--- src/rtl/mem_io_ctrl_pkg.sv ---
`default_nettype none
// ============================================================================
// Module : mem_io_ctrl_pkg
// Brief  : Address map constants and read-select decode for mem_io_ctrl.
// Rev    : 1.0 - initial release
// ============================================================================
package mem_io_ctrl_pkg;

  localparam logic [3:0] C_REGION_DMEM_A = 4'h1;
  localparam logic [3:0] C_REGION_DMEM_B = 4'h3;
  localparam logic [3:0] C_REGION_BIOS   = 4'h4;
  localparam logic [3:0] C_REGION_MMIO   = 4'h8;

  localparam logic [27:0] C_MMIO_STATUS = 28'h000_0000;
  localparam logic [27:0] C_MMIO_RX     = 28'h000_0004;
  localparam logic [27:0] C_MMIO_TX     = 28'h000_0008;
  localparam logic [27:0] C_MMIO_CYCLE  = 28'h000_0010;
  localparam logic [27:0] C_MMIO_INSTR  = 28'h000_0014;
  localparam logic [27:0] C_MMIO_CLEAR  = 28'h000_0018;

  typedef enum logic [1:0] {
    SEL_NONE = 2'd0,
    SEL_DMEM = 2'd1,
    SEL_BIOS = 2'd2,
    SEL_MMIO = 2'd3
  } rd_sel_e;

  function automatic rd_sel_e region_sel(input logic [3:0] region);
    case (region)
      C_REGION_DMEM_A, C_REGION_DMEM_B: return SEL_DMEM;
      C_REGION_BIOS:                    return SEL_BIOS;
      C_REGION_MMIO:                    return SEL_MMIO;
      default:                          return SEL_NONE;
    endcase
  endfunction

endpackage
`default_nettype wire

--- src/rtl/mmio_tx_fifo.sv ---
`default_nettype none
// ============================================================================
// Module : mmio_tx_fifo
// Brief  : Synchronous FIFO for UART TX bytes; head holds the last byte when empty.
// Rev    : 1.0 - initial release
// ============================================================================
module mmio_tx_fifo #(
  parameter int DEPTH = 4,
  parameter int WIDTH = 8
) (
  input  logic             clk,
  input  logic             reset,
  input  logic             push,
  input  logic [WIDTH-1:0] push_data,
  input  logic             pop,
  output logic             full,
  output logic             empty,
  output logic [WIDTH-1:0] head
);

  localparam int            C_AW   = $clog2(DEPTH);
  localparam logic [C_AW:0] C_FULL = (C_AW+1)'(DEPTH);

  logic [WIDTH-1:0] r_mem [DEPTH];
  logic [C_AW-1:0]  r_wr_ptr;
  logic [C_AW-1:0]  r_rd_ptr;
  logic [C_AW:0]    r_count;
  logic [WIDTH-1:0] r_last;
  logic             w_pop;
  logic             w_push;

  assign full   = (r_count == C_FULL);
  assign empty  = (r_count == '0);
  assign w_pop  = pop && !empty;
  // A push into a full FIFO is accepted only when a pop frees the slot this cycle
  assign w_push = push && (!full || w_pop);
  assign head   = empty ? r_last : r_mem[r_rd_ptr];

  always_ff @(posedge clk) begin
    if (w_push) r_mem[r_wr_ptr] <= push_data;
  end

  always_ff @(posedge clk) begin
    if (reset) begin
      r_wr_ptr <= '0;
      r_rd_ptr <= '0;
      r_count  <= '0;
      r_last   <= '0;
    end else begin
      if (w_push) r_wr_ptr <= r_wr_ptr + 1'b1;
      if (w_pop) begin
        r_rd_ptr <= r_rd_ptr + 1'b1;
        r_last   <= r_mem[r_rd_ptr];
      end
      case ({w_push, w_pop})
        2'b10:   r_count <= r_count + 1'b1;
        2'b01:   r_count <= r_count - 1'b1;
        default: r_count <= r_count;
      endcase
    end
  end

endmodule
`default_nettype wire

--- src/rtl/mem_io_ctrl.sv ---
`default_nettype none
// ============================================================================
// Module : mem_io_ctrl
// Brief  : M-stage address decode, DMEM/BIOS routing, UART and counter MMIO.
// Rev    : 1.0 - initial release
// ============================================================================
module mem_io_ctrl
  import mem_io_ctrl_pkg::*;
#(
  parameter int TX_DEPTH = 4,
  parameter int XLEN     = 32
) (
  input  logic            clk,
  input  logic            reset,
  input  logic [XLEN-1:0] mem_adr,
  input  logic [XLEN-1:0] mem_wdata,
  input  logic [3:0]      wea,
  input  logic            mem_re,
  input  logic            instr_retire,
  output logic [XLEN-1:0] din,
  output logic [13:0]     dmem_addr,
  output logic [XLEN-1:0] dmem_wdata,
  output logic [3:0]      dmem_we,
  input  logic [XLEN-1:0] dmem_dout,
  input  logic [XLEN-1:0] bios_dout,
  output logic [7:0]      tx_data,
  output logic            tx_valid,
  input  logic            tx_ready,
  input  logic [7:0]      rx_data,
  input  logic            rx_valid,
  output logic            rx_ready
);

  logic [3:0]      w_region;
  logic [27:0]     w_off;
  logic            w_access;
  logic            w_store;
  logic            w_load;
  logic            w_mmio;
  logic            w_tx_push;
  logic            w_tx_pop;
  logic            w_clear;
  logic            w_fifo_full;
  logic            w_fifo_empty;
  rd_sel_e         w_sel;
  logic [XLEN-1:0] w_mmio_rdata;

  rd_sel_e         r_sel;
  logic [XLEN-1:0] r_mmio_rdata;
  logic [XLEN-1:0] r_cycle_cnt;
  logic [XLEN-1:0] r_instr_cnt;
  logic            r_tx_ovf;

  assign w_region  = mem_adr[31:28];
  assign w_off     = mem_adr[27:0];
  assign w_access  = |mem_adr;
  assign w_store   = w_access && |wea;
  assign w_load    = w_access && mem_re;
  assign w_mmio    = (w_region == C_REGION_MMIO);
  assign w_tx_push = w_store && w_mmio && (w_off == C_MMIO_TX) && wea[0];
  assign w_clear   = w_store && w_mmio && (w_off == C_MMIO_CLEAR);
  assign w_tx_pop  = tx_valid && tx_ready;
  assign w_sel     = w_load ? region_sel(w_region) : SEL_NONE;

  assign dmem_addr  = mem_adr[15:2];
  assign dmem_wdata = mem_wdata;
  assign dmem_we    = (!reset && region_sel(w_region) == SEL_DMEM && w_access) ? wea : 4'h0;
  assign rx_ready   = !reset && w_load && w_mmio && (w_off == C_MMIO_RX) && rx_valid;
  assign tx_valid   = !w_fifo_empty;

  mmio_tx_fifo #(
    .DEPTH (TX_DEPTH),
    .WIDTH (8)
  ) u_tx_fifo (
    .clk       (clk),
    .reset     (reset),
    .push      (w_tx_push),
    .push_data (mem_wdata[7:0]),
    .pop       (w_tx_pop),
    .full      (w_fifo_full),
    .empty     (w_fifo_empty),
    .head      (tx_data)
  );

  always_comb begin
    w_mmio_rdata = '0;
    case (w_off)
      C_MMIO_STATUS: w_mmio_rdata = {{(XLEN-3){1'b0}}, r_tx_ovf, rx_valid, !w_fifo_full};
      C_MMIO_RX:     if (rx_valid) w_mmio_rdata = {{(XLEN-8){1'b0}}, rx_data};
      C_MMIO_CYCLE:  w_mmio_rdata = r_cycle_cnt;
      C_MMIO_INSTR:  w_mmio_rdata = r_instr_cnt;
      default:       w_mmio_rdata = '0;
    endcase
  end

  always_ff @(posedge clk) begin
    if (reset) begin
      r_sel        <= SEL_NONE;
      r_mmio_rdata <= '0;
      r_cycle_cnt  <= '0;
      r_instr_cnt  <= '0;
      r_tx_ovf     <= 1'b0;
    end else begin
      r_sel <= w_sel;
      if (w_load && w_mmio) r_mmio_rdata <= w_mmio_rdata;
      // Clear wins over a coincident increment
      r_cycle_cnt <= w_clear ? '0 : r_cycle_cnt + 1'b1;
      if (w_clear)           r_instr_cnt <= '0;
      else if (instr_retire) r_instr_cnt <= r_instr_cnt + 1'b1;
      if (w_clear)                                      r_tx_ovf <= 1'b0;
      else if (w_tx_push && w_fifo_full && !w_tx_pop)   r_tx_ovf <= 1'b1;
    end
  end

  // Read data follows the registered select so it lines up with BRAM latency
  always_comb begin
    din = '0;
    case (r_sel)
      SEL_DMEM: din = dmem_dout;
      SEL_BIOS: din = bios_dout;
      SEL_MMIO: din = r_mmio_rdata;
      default:  din = '0;
    endcase
  end

endmodule
`default_nettype wire
--- config.mk ---
export PLATFORM = sky130hd
export DESIGN_NAME = mem_io_ctrl
export DESIGN_NICKNAME = d
export VERILOG_FILES = /design/src/rtl/mem_io_ctrl_pkg.sv /design/src/rtl/mmio_tx_fifo.sv /design/src/rtl/mem_io_ctrl.sv
export SDC_FILE = /design/constraint.sdc
export NUM_CORES = 1
export LEC_CHECK = 0
export CAP_MARGIN = 20
export CELL_PAD_IN_SITES_DETAIL_PLACEMENT = 0
export CELL_PAD_IN_SITES_GLOBAL_PLACEMENT = 1
export CORE_ASPECT_RATIO = 1.5
export CORE_MARGIN = 2
export CORE_UTILIZATION = 35
export CTS_CLUSTER_SIZE = 30
export DETAILED_ROUTE_END_ITERATION = 12
export PLACE_DENSITY = 0.85
export SYNTH_ARGS = -nofsm -noshare
export SYNTH_HDL_FRONTEND = slang
export SYNTH_SLANG_ARGS = --single-unit
--- constraint.sdc ---
create_clock -name clk -period 3.6 [get_ports clk]
set_input_delay 0.72 -clock clk [delete_from_list [all_inputs] [get_ports clk]]
set_output_delay 0.72 -clock clk [all_outputs]
set_load 0.01 [all_outputs]
After elaboration in Yosys (flattened, before gate mapping)
Memory sizes are Yosys's and may differ from the RTL's. A register that Yosys moved wholly into a read port is not among the register bits.
Index checks and enable logic that the tools add are counted.
{"block": "op_classes", "eq_ne": 16, "n_reduce_logical": 31, "muxes": 11, "addsub": 6, "bitwise_logic": 1}
{"operator": "$pmux W32 S4", "count": 1}
{"operator": "$pmux W32 S3", "count": 1}
{"operator": "$eq A28 B5 Y1 const B", "count": 3}
{"operator": "$add A32 B1 Y32 const B", "count": 2}
{"operator": "$reduce_or A32 Y1", "count": 1}
{"operator": "$eq A28 B3 Y1 const B", "count": 1}
{"operator": "$eq A28 B4 Y1 const B", "count": 1}
{"operator": "$logic_not A28 Y1", "count": 1}
{"operator": "$logic_and A1 B1 Y1", "count": 18}
{"operator": "$mux W8", "count": 2}
{"operator": "$eq A2 B1 Y1 const B", "count": 3}
{"operator": "$eq A2 B2 Y1 const B", "count": 3}
{"operator": "$pmux W2 S3", "count": 1}
{"operator": "$pmux W3 S2", "count": 1}
{"operator": "$reduce_or A2 Y1", "count": 3}
{"operator": "$add A2 B1 Y2 const B", "count": 2}
{"operator": "$eq A4 B1 Y1 const B", "count": 1}
{"operator": "$eq A4 B2 Y1 const B", "count": 1}
{"operator": "$eq A4 B3 Y1 const B", "count": 1}
{"operator": "$eq A4 B4 Y1 const B", "count": 1}
{"operator": "$logic_not A1 Y1", "count": 4}
{"operator": "$mux W2", "count": 2}
{"operator": "$mux W4", "count": 1}
{"operator": "$reduce_or A4 Y1", "count": 1}
{"operator": "other kinds (8)", "count": 9}
{"block": "word_totals", "mem_bits_rw": 32, "in_bits": 146, "word_cells": 75, "ff_bits": 114, "out_inout_bits": 92, "mem_count": 1}
{"memory": "u_tx_fifo.r_mem", "words": 4, "word_bits": 8, "rd": 1, "rd_clocked_by_memory_dff": 1, "write_ports": 1, "line_no": "mmio_tx_fifo.sv:24", "rtl": "logic [WIDTH-1:0] r_mem [DEPTH];"}

Longest topological paths before layout
{"block": "depth", "word_depth": 8, "depth_mapped": 8, "mapped_depth_nobuf": 8}

Cells and area by module
A second synthesis with hierarchy kept.
{"block": "hier_totals", "hier_cells": 853, "hier_area_um2": 8067.7}
{"module": "mem_io_ctrl", "cells_each": 708, "instances": 1, "seq_area_each_um2": 1981.9, "area_per_inst_um2": 5957.0}
{"module": "mmio_tx_fifo", "cells_each": 145, "instances": 1, "seq_area_each_um2": 1301.2, "area_per_inst_um2": 2110.8}

Least setup slack after synthesis
Ideal clock, no wire load.
{"block": "synth_timing", "kind": "input to output", "from": "in mem_adr[18]", "to": "out rx_ready", "slack_ns": 0.740, "n_path_buf": 0, "stages": 4, "t_arrival_ns": 2.140, "cell_sequence": "nor4_1 nand4_2 nor4_4 and4_1"}
{"block": "synth_via", "elab_chain_len": 6}
{"item": "start, declared", "line_no": "mem_io_ctrl.sv:15", "rtl": "input logic [XLEN-1:0] mem_adr,"}
{"item": "$reduce_or A32 Y1", "line_no": "mem_io_ctrl.sv:56", "rtl": "assign w_access = |mem_adr;"}
{"item": "$logic_and A1 B1 Y1", "line_no": "mem_io_ctrl.sv:58", "rtl": "assign w_load = w_access && mem_re;"}
{"item": "$logic_and A1 B1 Y1 (2 in a row)", "line_no": "mem_io_ctrl.sv:68", "rtl": "assign rx_ready = !reset && w_load && w_mmio && (w_off == C_MMIO_RX) && rx_valid;"}
{"item": "$logic_and A1 B1 Y1 * (2 in a row)", "line_no": "mem_io_ctrl.sv:68"}
{"item": "end, declared", "line_no": "mem_io_ctrl.sv:31", "rtl": "output logic rx_ready"}
Mark *: on every way between the ends. The rest lies on a longest branch, timed or not.

Worst setup path in the final report
{"block": "layout_timing", "from": "in mem_adr[13]", "to": "out rx_ready"}
The elaborated chain is that of the path after synthesis.

==> impl_metrics.env <==
export IMPL_status="completed"
export IMPL_fin_nets=1139
export IMPL_grt_pass1_wl_um=34800
export IMPL_yosysUniqueCellTypes=49
export IMPL_syn_num_nets=980
export IMPL_core_mm2=0.0218
export IMPL_arrival_ps=2650
export IMPL_cts_root_buf="clkbuf_16"
export IMPL_start_util_pct=35.8
export IMPL_num_vias=6809
export IMPL_endpoint_kind="output pin"
export IMPL_overflow=0
export IMPL_finalSetupViolations=0
export IMPL_cp_start_kind="input pin"
export IMPL_wl_per_cell_um=17.6
export IMPL_syn_area_mm2=0.00781
export IMPL_tightest_slew_ps=819
export IMPL_cp_required_ps=2880
export IMPL_cts_buffers=17
export IMPL_dr_pass1_iters=5
export IMPL_r2r_start="r_instr_cnt[13]"
export IMPL_clk_pin_slew_ps=60
export IMPL_setup_tns_ps=0
export IMPL_place_gp_congestion=0.821
export IMPL_slew_violations=0
export IMPL_synth_top_area_share_pct=29.7
export IMPL_synth_warnings=0
export IMPL_rsz0062_at_grt="no"
export IMPL_grt_usage_pct=18.4
export IMPL_fin_util_pct=47.9
export IMPL_n_antenna_cell=0
export IMPL_ant_nets=0
export IMPL_grt_max_degree=66
export IMPL_dpl_hpwl_um=16400
export IMPL_grt_pass1_vias=6565
export IMPL_antenna_found_initial=0
export IMPL_ctsHoldBuffers=0
export IMPL_dr_first_iter_drc_count=405
export IMPL_final_hold_viol_count=0
export IMPL_ir_worst_vdd_v=0.000311
export IMPL_dp_slack_ps=-46.1
export IMPL_worstSetupPathType="in2out"
export IMPL_r2r_setup_slack_ps=1160
export IMPL_synth_top_area_cell="dfxtp_1"
export IMPL_worst_r2r_cell_count=5
export IMPL_yosysSeqAreaShare_pct=42.0
export IMPL_htreeDepth=4
export IMPL_drive_above_1_share_pct=14.9
export IMPL_fin_crit_ps=3370
export IMPL_portBuffers=189
export IMPL_drt_total_wl_um=22300
export IMPL_core_rowCount=66
export IMPL_cts_sinks=148
export IMPL_fmax_mhz=297
export IMPL_slew_headroom_pct=44.7
export IMPL_ios=238
export IMPL_clock_tree_buffer_depth=2
export IMPL_synth_cells=827
export IMPL_reg2reg_to="r_instr_cnt[31]"
export IMPL_dieArea_mm2=0.0235
export IMPL_ys_ff_latch=148
export IMPL_cp_max_fo=2
export IMPL_fin_skew_ps=9.10
export IMPL_leakagePower_nw=3.54
export IMPL_fp_dieH_um=187
export IMPL_critPathLaunch="mem_adr[13]"
export IMPL_drc=0
export IMPL_die_width_um=126
export IMPL_finalCritPeriodShare_pct=93.7
export IMPL_clock_latency_ps=420
export IMPL_synthTopCellsByArea="dfxtp_1, edfxtp_1, a22o_1"
export IMPL_avgViaCountPerCell=5.36
export IMPL_critPathCapture="rx_ready"
export IMPL_worst_slack_ps=228
export IMPL_power_density_mw_per_mm2=360
export IMPL_postSynthAreaPerCell_um2=9.44
export IMPL_hp_class="reg2reg"
export IMPL_cts_tree="yes"
export IMPL_syn2layout_area_growth_pct=33.6
export IMPL_cap_violations=0
routing by layer:
metal / track usage (%) / routed length, µm / up-vias
met5: 0 / 0 / -
met4: 5.92 / 496 / 0
met2: 33.7 / 11700 / 201
li1: - / - / 3284
met3: 3.92 / 1320 / 32
met1: 21.2 / 8780 / 3292
critical path, cell delays in order:
cell and delay [ps]:
clkdlybuf4s50_1 440, nor4_2 370, nand4_2 210, nor4_4 350, and4_1 240, dlygate4sd2_1 320
metrics by stage:
step                      instance area [µm²]  power (mW)  hold WS, ps  std cells
after global routing                    10400        3.87          477       1271
after CTS                               10400        3.79          457       1271
after floorplan                          7810        1.89          433        827
after global placement                   9860        2.08          439       1239
final                                   10400        3.76          456       1271
after detailed placement                 9860        2.09          447       1239
flip-flops by register name, summed over array words and instances, names as in the netlist, named ones only:
register / cells
r_cycle_cnt: 32
u_tx_fifo.r_mem: 32
u_tx_fifo.r_rd_ptr: 2
r_mmio_rdata: 32
r_instr_cnt: 32
r_sel: 2
u_tx_fifo.r_last: 8
r_tx_ovf: 1
u_tx_fifo.r_count: 3
u_tx_fifo.r_wr_ptr: 2
layout make-up:
cell class | count | area (µm²)
fill | 2035 | 11400
multi-input combinational | 562 | 3900
timing repair buffer | 240 | 2280
inverter | 17 | 63.8
sequential | 148 | 3280
tap | 272 | 340
clock buffer | 17 | 425
clock inverter | 15 | 136
repair_timing:
item / in CTS / in global routing
gates resized for setup: 3 / 0
setup buffers: 0 / 0
endpoints found under the setup margin: 1 / 0
logic make-up (layout without fill, tap and decap cells):
logic type / after synthesis / after routing / share of synthesized area (%)
AO/OA/AOI/OAI: 142 / 142 / 13.2
XOR/XNOR: 53 / 53 / 5.94
adder cells (fa/ha/maj): 7 / 7 / 1.22
buffers and inverters: 117 / 289 / 8.36
flip-flops: 148 / 148 / 42.0
multiplexers: 56 / 56 / 9.12
AND/OR/NAND/NOR: 304 / 304 / 20.1
cells in the final DEF, fill, tap and decap left out, types with 29 or more instances in the layout:
cell type / n
xnor2_1: 43
a22o_1: 57
edfxtp_1: 32
nand2_1: 58
clkdlybuf4s50_1: 187
nor2_1: 93
dfxtp_1: 116
buf_4: 50
a21oi_1: 29
a22oi_1: 30
mux2_2: 41
how the worst min path moves through the flow:
stage	from	to	slack (ps)	depth (start not counted)
after global placement	u_tx_fifo.r_last[2]	u_tx_fifo.r_last[2]	440	2
after CTS	u_tx_fifo.r_last[3]	u_tx_fifo.r_last[3]	460	2
final	r_mmio_rdata[4]	r_mmio_rdata[4]	460	2
after global routing	u_tx_fifo.r_last[3]	u_tx_fifo.r_last[3]	480	2
after floorplan	r_mmio_rdata[2]	r_mmio_rdata[2]	430	2
after detailed placement	u_tx_fifo.r_last[3]	u_tx_fifo.r_last[3]	450	2
where the power goes:
part / total [mW] / switching (mW) / internal, mW
Clock: 1.71 / 0.795 / 0.914
Sequential: 1.71 / 0.00925 / 1.70
Combinational: 0.342 / 0.129 / 0.213
Total: 3.76 / 0.934 / 2.82
synth_stat cells, drive strengths merged:
master / instances
a211oi: 1
a21oi: 29
a221oi: 2
a22o: 57
a22oi: 30
a32oi: 1
and2: 12
and3: 8
and4: 9
buf: 62
clkbuf: 38
dfxtp: 116
edfxtp: 32
fa: 1
ha: 6
inv: 17
mux2: 41
mux2i: 7
mux4: 8
nand2: 58
nand2b: 4
nand3: 27
nand4: 16
nor2: 93
nor2b: 5
nor3: 21
nor4: 32
nor4b: 2
o21ai: 17
o2bb2ai: 1
o311ai: 2
o31ai: 1
o41ai: 1
or3: 12
or3b: 1
or4: 3
or4b: 1
xnor2: 43
xor2: 10
No activity file was read; power rests on OpenSTA's default activity.
==> RTL edit 1 (same flow settings) <==
Encoding of `rd_sel_e`: now one-hot (4 bits for 4 values).
--- a/src/rtl/mem_io_ctrl_pkg.sv
+++ b/src/rtl/mem_io_ctrl_pkg.sv
@@ -20,7 +20,7 @@
 
-  typedef enum logic [1:0] {
-    SEL_NONE = 2'd0,
-    SEL_DMEM = 2'd1,
-    SEL_BIOS = 2'd2,
-    SEL_MMIO = 2'd3
+  typedef enum logic [3:0] {
+    SEL_NONE = 4'b0001,
+    SEL_DMEM = 4'b0010,
+    SEL_BIOS = 4'b0100,
+    SEL_MMIO = 4'b1000
   } rd_sel_e;
Check against the original RTL: same outputs for any inputs over 4 cycles, from zero or initial values and one cycle with reset high; so few cycles prove little.
==> RTL edit 1 against the original RTL <==
  * Worst setup slack worse by 0.12 ns
  * Critical endpoint unchanged
  * Die area up 0.42%
  * Global-route usage up 0.24 points
  * Critical path depth unchanged
  * Utilization down 0.64 points
  * Synthesized area up 0.43%
  * Final area up 0.54%
  * Count of clock-buffer cells in the layout up 3
  * Routed wire length up 1.0%
  * Sequential cell count up 2
  * Total power down 0.67%
  * Cell count up 1.7%
==> RTL edit 1: results (changes against the original RTL) <==
{| class="wikitable"
! Metric !! Value
|-
| Placed cell count || 1252 (was 1239)
|-
| NumNets Final || 1158 (was 1139)
|-
| Highest-delay cell along the critical path || or4b_2 (was clkdlybuf4s50_1)
|-
| RR Endpoint || u_tx_fifo.r_count[2] (was r_instr_cnt[31])
|-
| Start point of the critical path || mem_adr[1] (was mem_adr[13])
|-
| Xor/xnor cell area share of the yosys netlist || 0.0335 (was 0.0594)
|-
| First-pass GRT wire length || 35.2 mm (was 34.8 mm)
|-
| FILL cells || 2101 (was 2035)
|-
| First-pass DRT Iterations || 7 (was 5)
|-
| Length in cells of the worst reg-to-reg path || 9 (was 5)
|-
| Cells after synthesis || 856 (was 827)
|-
| Main area contributors after synthesis || dfxtp_1 30%, edfxtp_1 12%, a21oi_1 4.8% (was dfxtp_1 30%, edfxtp_1 12%, a22o_1 6.4%)
|-
| All-layer global routing usage || 0.187 (was 0.184)
|-
| Gpl congestion || 0.813 (was 0.821)
|-
| Count of routing violations after the opening detailed-route iteration || 532 (was 405)
|-
| Largest stage delay on the critical path || 0.62 ns (was 0.44 ns)
|-
| List of most frequent post-synthesis cells || 118 x dfxtp_1, 77 x nand2_1, 75 x a21oi_1 (was 116 x dfxtp_1, 93 x nor2_1, 58 x nand2_1)
|-
| Detail-routed via count per cell || 5.42 (was 5.36)
|-
| Maximum clock skew at final layout || 0.0129 ns (was 0.00910 ns)
|-
| Setup slack of the worst register-to-register path || 0.83 ns (was 1.16 ns)
|-
| Post-synthesis cell type count || 47 (was 49)
|-
| Largest voltage drop on the vdd net || 0.345 mV (was 0.311 mV)
|-
| Adder-cell share of the synthesized area || 0.0137 (was 0.0122)
|-
| Fraction of layout cells with a size suffix above 1 || 0.105 (was 0.149)
|-
| Cell leakage power || 3.67 nW (was 3.54 nW)
|-
| Via count of the first global-routing pass || 6880 (was 6565)
|-
| Cell area after placement || 0.00981 mm² (was 0.00986 mm²)
|-
| Slew HR || 0.418 (was 0.447)
|-
| Worst path arrival time || 2.77 ns (was 2.65 ns)
|-
| Post-synthesis compound-gate area fraction || 0.137 (was 0.132)
|-
| Half-perimeter wire length after detailed placement || 16.8 mm (was 16.4 mm)
|-
| Portion of the post-synthesis area used by sequential elements || 0.424 (was 0.420)
|-
| Worst flop-to-flop path startpoint || u_tx_fifo.r_count[1] (was r_instr_cnt[13])
|-
| Fraction of synthesized area in multiplexers || 0.0767 (was 0.0912)
|-
| Routed length per instance || 17.4 µm (was 17.6 µm)
|-
| Status || completed (unchanged)
|-
| Post-Synthesis Net Count || 1010 (was 980)
|}
-- RTL edit 1: cell types whose count changed after synthesis, moves of 25 or more --
cell      before  now
a21oi_1       29   75
a222oi_1       0   32
a22o_1        57    2
inv_1         17   48
mux2_2        41    9
mux2i_1        7   32
nor2_1        93   45
or4_1          1   47
xnor2_1       43   16
-- RTL edit 1: metrics by stage --
stage                      util  worst slack (ns)
final                     0.472             0.108
after detailed placement  0.441            -0.197
after floorplan               -             0.618
after global placement    0.441            -0.172
after CTS                 0.470            0.0627
after global routing      0.472           0.00792
-- RTL edit 1: worst max-delay path, delay by kind of cell --
kind	cells	cell delay, ns
buffers and inverters	2	0.76
and+or+nand+nor	4	1.29
-- RTL edit 1: per-layer routing --
layer | up-vias | global-route usage | share of wire | wire [µm]
li1 | 3442 | - | - | -
met1 | 3326 | 0.198 | 0.38 | 8610
met5 | - | 0 | 0 | 0
met2 | 191 | 0.349 | 0.53 | 12100
met4 | 0 | 0.0943 | 0.037 | 825
met3 | 49 | 0.0320 | 0.047 | 1060
-- RTL edit 1: kinds of logic (layout without fill, tap and decap cells) --
logic type,count (synthesis),after routing
AO/OA/AOI/OAI,163,163
adder cells (fa/ha/maj),8,8
AND/OR/NAND/NOR,304,304
flip-flops,150,150
XOR/XNOR,30,30
multiplexers,49,49
buffers and inverters,152,313
-- RTL edit 1: cell type report --
| class | instances | area [µm²] | area share |
|---|---|---|---|
| well taps | 276 | 345 | 0.0329 |
| clock buffers | 20 | 437 | 0.0416 |
| inverters | 48 | 180 | 0.0172 |
| multi-input cells | 554 | 3830 | 0.366 |
| repair buffers | 233 | 2240 | 0.213 |
| clock inverters | 12 | 130 | 0.0124 |
| flip-flops and latches | 150 | 3320 | 0.317 |
-- RTL edit 1: report_power, final --
group          total [mW]  leakage (nW)  switching [mW]  internal, mW
sequential           1.73          1.24         0.00996          1.72
clock                1.70         0.264           0.685          1.02
combinational       0.299          2.16           0.116         0.183
total                3.73          3.67           0.811          2.92
-- RTL edit 1: worst min-delay path by stage --
stage                     slack, ns           startpoint                  end
after floorplan                0.42             r_tx_ovf             r_tx_ovf
after global placement         0.44  u_tx_fifo.r_last[7]  u_tx_fifo.r_last[7]
after detailed placement       0.45     r_mmio_rdata[21]     r_mmio_rdata[21]
after CTS                      0.45     r_mmio_rdata[21]     r_mmio_rdata[21]
after global routing           0.48             r_tx_ovf             r_tx_ovf
final                          0.45     r_mmio_rdata[21]     r_mmio_rdata[21]
-- RTL edit 1: repair_timing --
item	CTS	global route
pin swaps	1	1
resized for setup	2	9
setup buffers	8	1
hold buffers	0	0
setup endpoints to repair	1	3
==> RTL edit 2 (same settings) <==
Made on the original files. Change the parameter `TX_DEPTH` from 4 to 8.
--- a/src/rtl/mem_io_ctrl.sv
+++ b/src/rtl/mem_io_ctrl.sv
@@ -9,3 +9,3 @@
 #(
-  parameter int TX_DEPTH = 4,
+  parameter int TX_DEPTH = 8,
   parameter int XLEN     = 32
Behaviour: not the same (Yosys sat finds a counterexample within 10 cycles, from zero or initial values and one cycle with reset high).
==> RTL edit 2 against the original RTL <==
  * First-iteration DRC count down 10%
  * Clock skew is essentially flat
  * Count of clock-buffer cells in the layout did not move
  * Sequential share of layout area up 5.8 points
  * Routed wire length up 6.2%
  * Final area up 11%
  * Synthesized area grew 14%
  * Via count grew 4.7%
  * Worst setup slack improved by 0.048 ns
  * Sequential cell count rose by 36
  * Highest routed layer unchanged
Power is not compared: it rests on default switching activity, and its combinational part moved more than twofold at a synthesized area within 25%.
==> RTL edit 2: results (changes against the original RTL) <==
{| class="wikitable"
! Metric !! Value
|-
| Plain + repair buffers || 228 (was 240)
|-
| Main area contributors after synthesis || dfxtp_1 27%, edfxtp_1 22%, mux2_2 4.5% (was dfxtp_1 30%, edfxtp_1 12%, a22o_1 6.4%)
|-
| Post-Synthesis Net Count || 1032 (was 980)
|-
| Total non-filler cell area in the finished layout || 0.0116 mm² (was 0.0104 mm²)
|-
| List of most frequent post-synthesis cells || 120 x dfxtp_1, 83 x nor2_1, 71 x nand2_1 (was 116 x dfxtp_1, 93 x nor2_1, 58 x nand2_1)
|-
| Largest stage delay on the critical path || 0.88 ns (was 0.44 ns)
|-
| Gpl congestion || 0.833 (was 0.821)
|-
| Count of flip-flops with a built-in enable after synthesis || 64 (was 32)
|-
| Largest net degree at the start of global routing || 43 (was 66)
|-
| Launch point of the worst hold path || r_mmio_rdata[23] (was r_mmio_rdata[4])
|-
| Post-synthesis cell type count || 48 (was 49)
|-
| #FFs+latches synth || 184 (was 148)
|-
| Number of cells upsized or downsized after cts || 0 (was 3)
|-
| Adder-cell share of the synthesized area || 0.0107 (was 0.0122)
|-
| Routed length per instance || 17.4 µm (was 17.6 µm)
|-
| NumNets Final || 1179 (was 1139)
|-
| Global routing usage on met1 || 0.192 (was 0.212)
|-
| Count of routing violations after the opening detailed-route iteration || 364 (was 405)
|-
| Maximum clock skew at final layout || 0.00954 ns (was 0.00910 ns)
|-
| Fraction of synthesized area in multiplexers || 0.100 (was 0.0912)
|-
| Half-perimeter wire length after detailed placement || 18.0 mm (was 16.4 mm)
|-
| Area taken by multi-input logic gates || 0.00401 mm² (was 0.00390 mm²)
|-
| Overall via count from detail_route || 7131 (was 6809)
|-
| Xor/xnor cell area share of the yosys netlist || 0.0441 (was 0.0594)
|-
| Number of multi-input logic gates || 576 (was 562)
|-
| Clock network area share || 0.0490 (was 0.0538)
|-
| Global routing met3 resource utilization || 0.0408 (was 0.0392)
|-
| Setup slack of the worst register-to-register path || 0.59 ns (was 1.16 ns)
|-
| First-pass GRT wire length || 37.2 mm (was 34.8 mm)
|-
| Status || completed (unchanged)
|-
| Highest-delay cell along the critical path || or4_1 (was clkdlybuf4s50_1)
|}
-- RTL edit 2: final timing paths --
| check | to | cells past startpoint |
|---|---|---|
| min reg2reg | r_mmio_rdata[23] | 2 |
| max | tx_data[7] | 3 |
| min | r_mmio_rdata[23] | 2 |
| max reg2reg | u_tx_fifo.r_count[3] | 10 |
-- RTL edit 2: metrics by stage --
step	hold WS [ns]	instances	setup WS, ns	power, mW
finish	0.451	1367	0.276	4.74
detailed placement	0.443	1335	-0.0290	2.97
CTS	0.452	1367	0.0182	4.79
global placement	0.439	1335	0.0284	2.97
global route	0.475	1367	0.164	4.95
floorplan	0.420	879	0.464	2.63
-- RTL edit 2: power by group --
| part | switching (mW) | internal [mW] |
|---|---|---|
| registers | 0.0318 | 2.19 |
| clock network | 0.886 | 0.927 |
| logic | 0.308 | 0.400 |
| total | 1.23 | 3.51 |
-- RTL edit 2: layer usage --
metal	wire length, µm	up-vias
li1	-	3462
met1	9090	3400
met2	12400	230
met3	1520	39
met4	692	0
met5	0	-
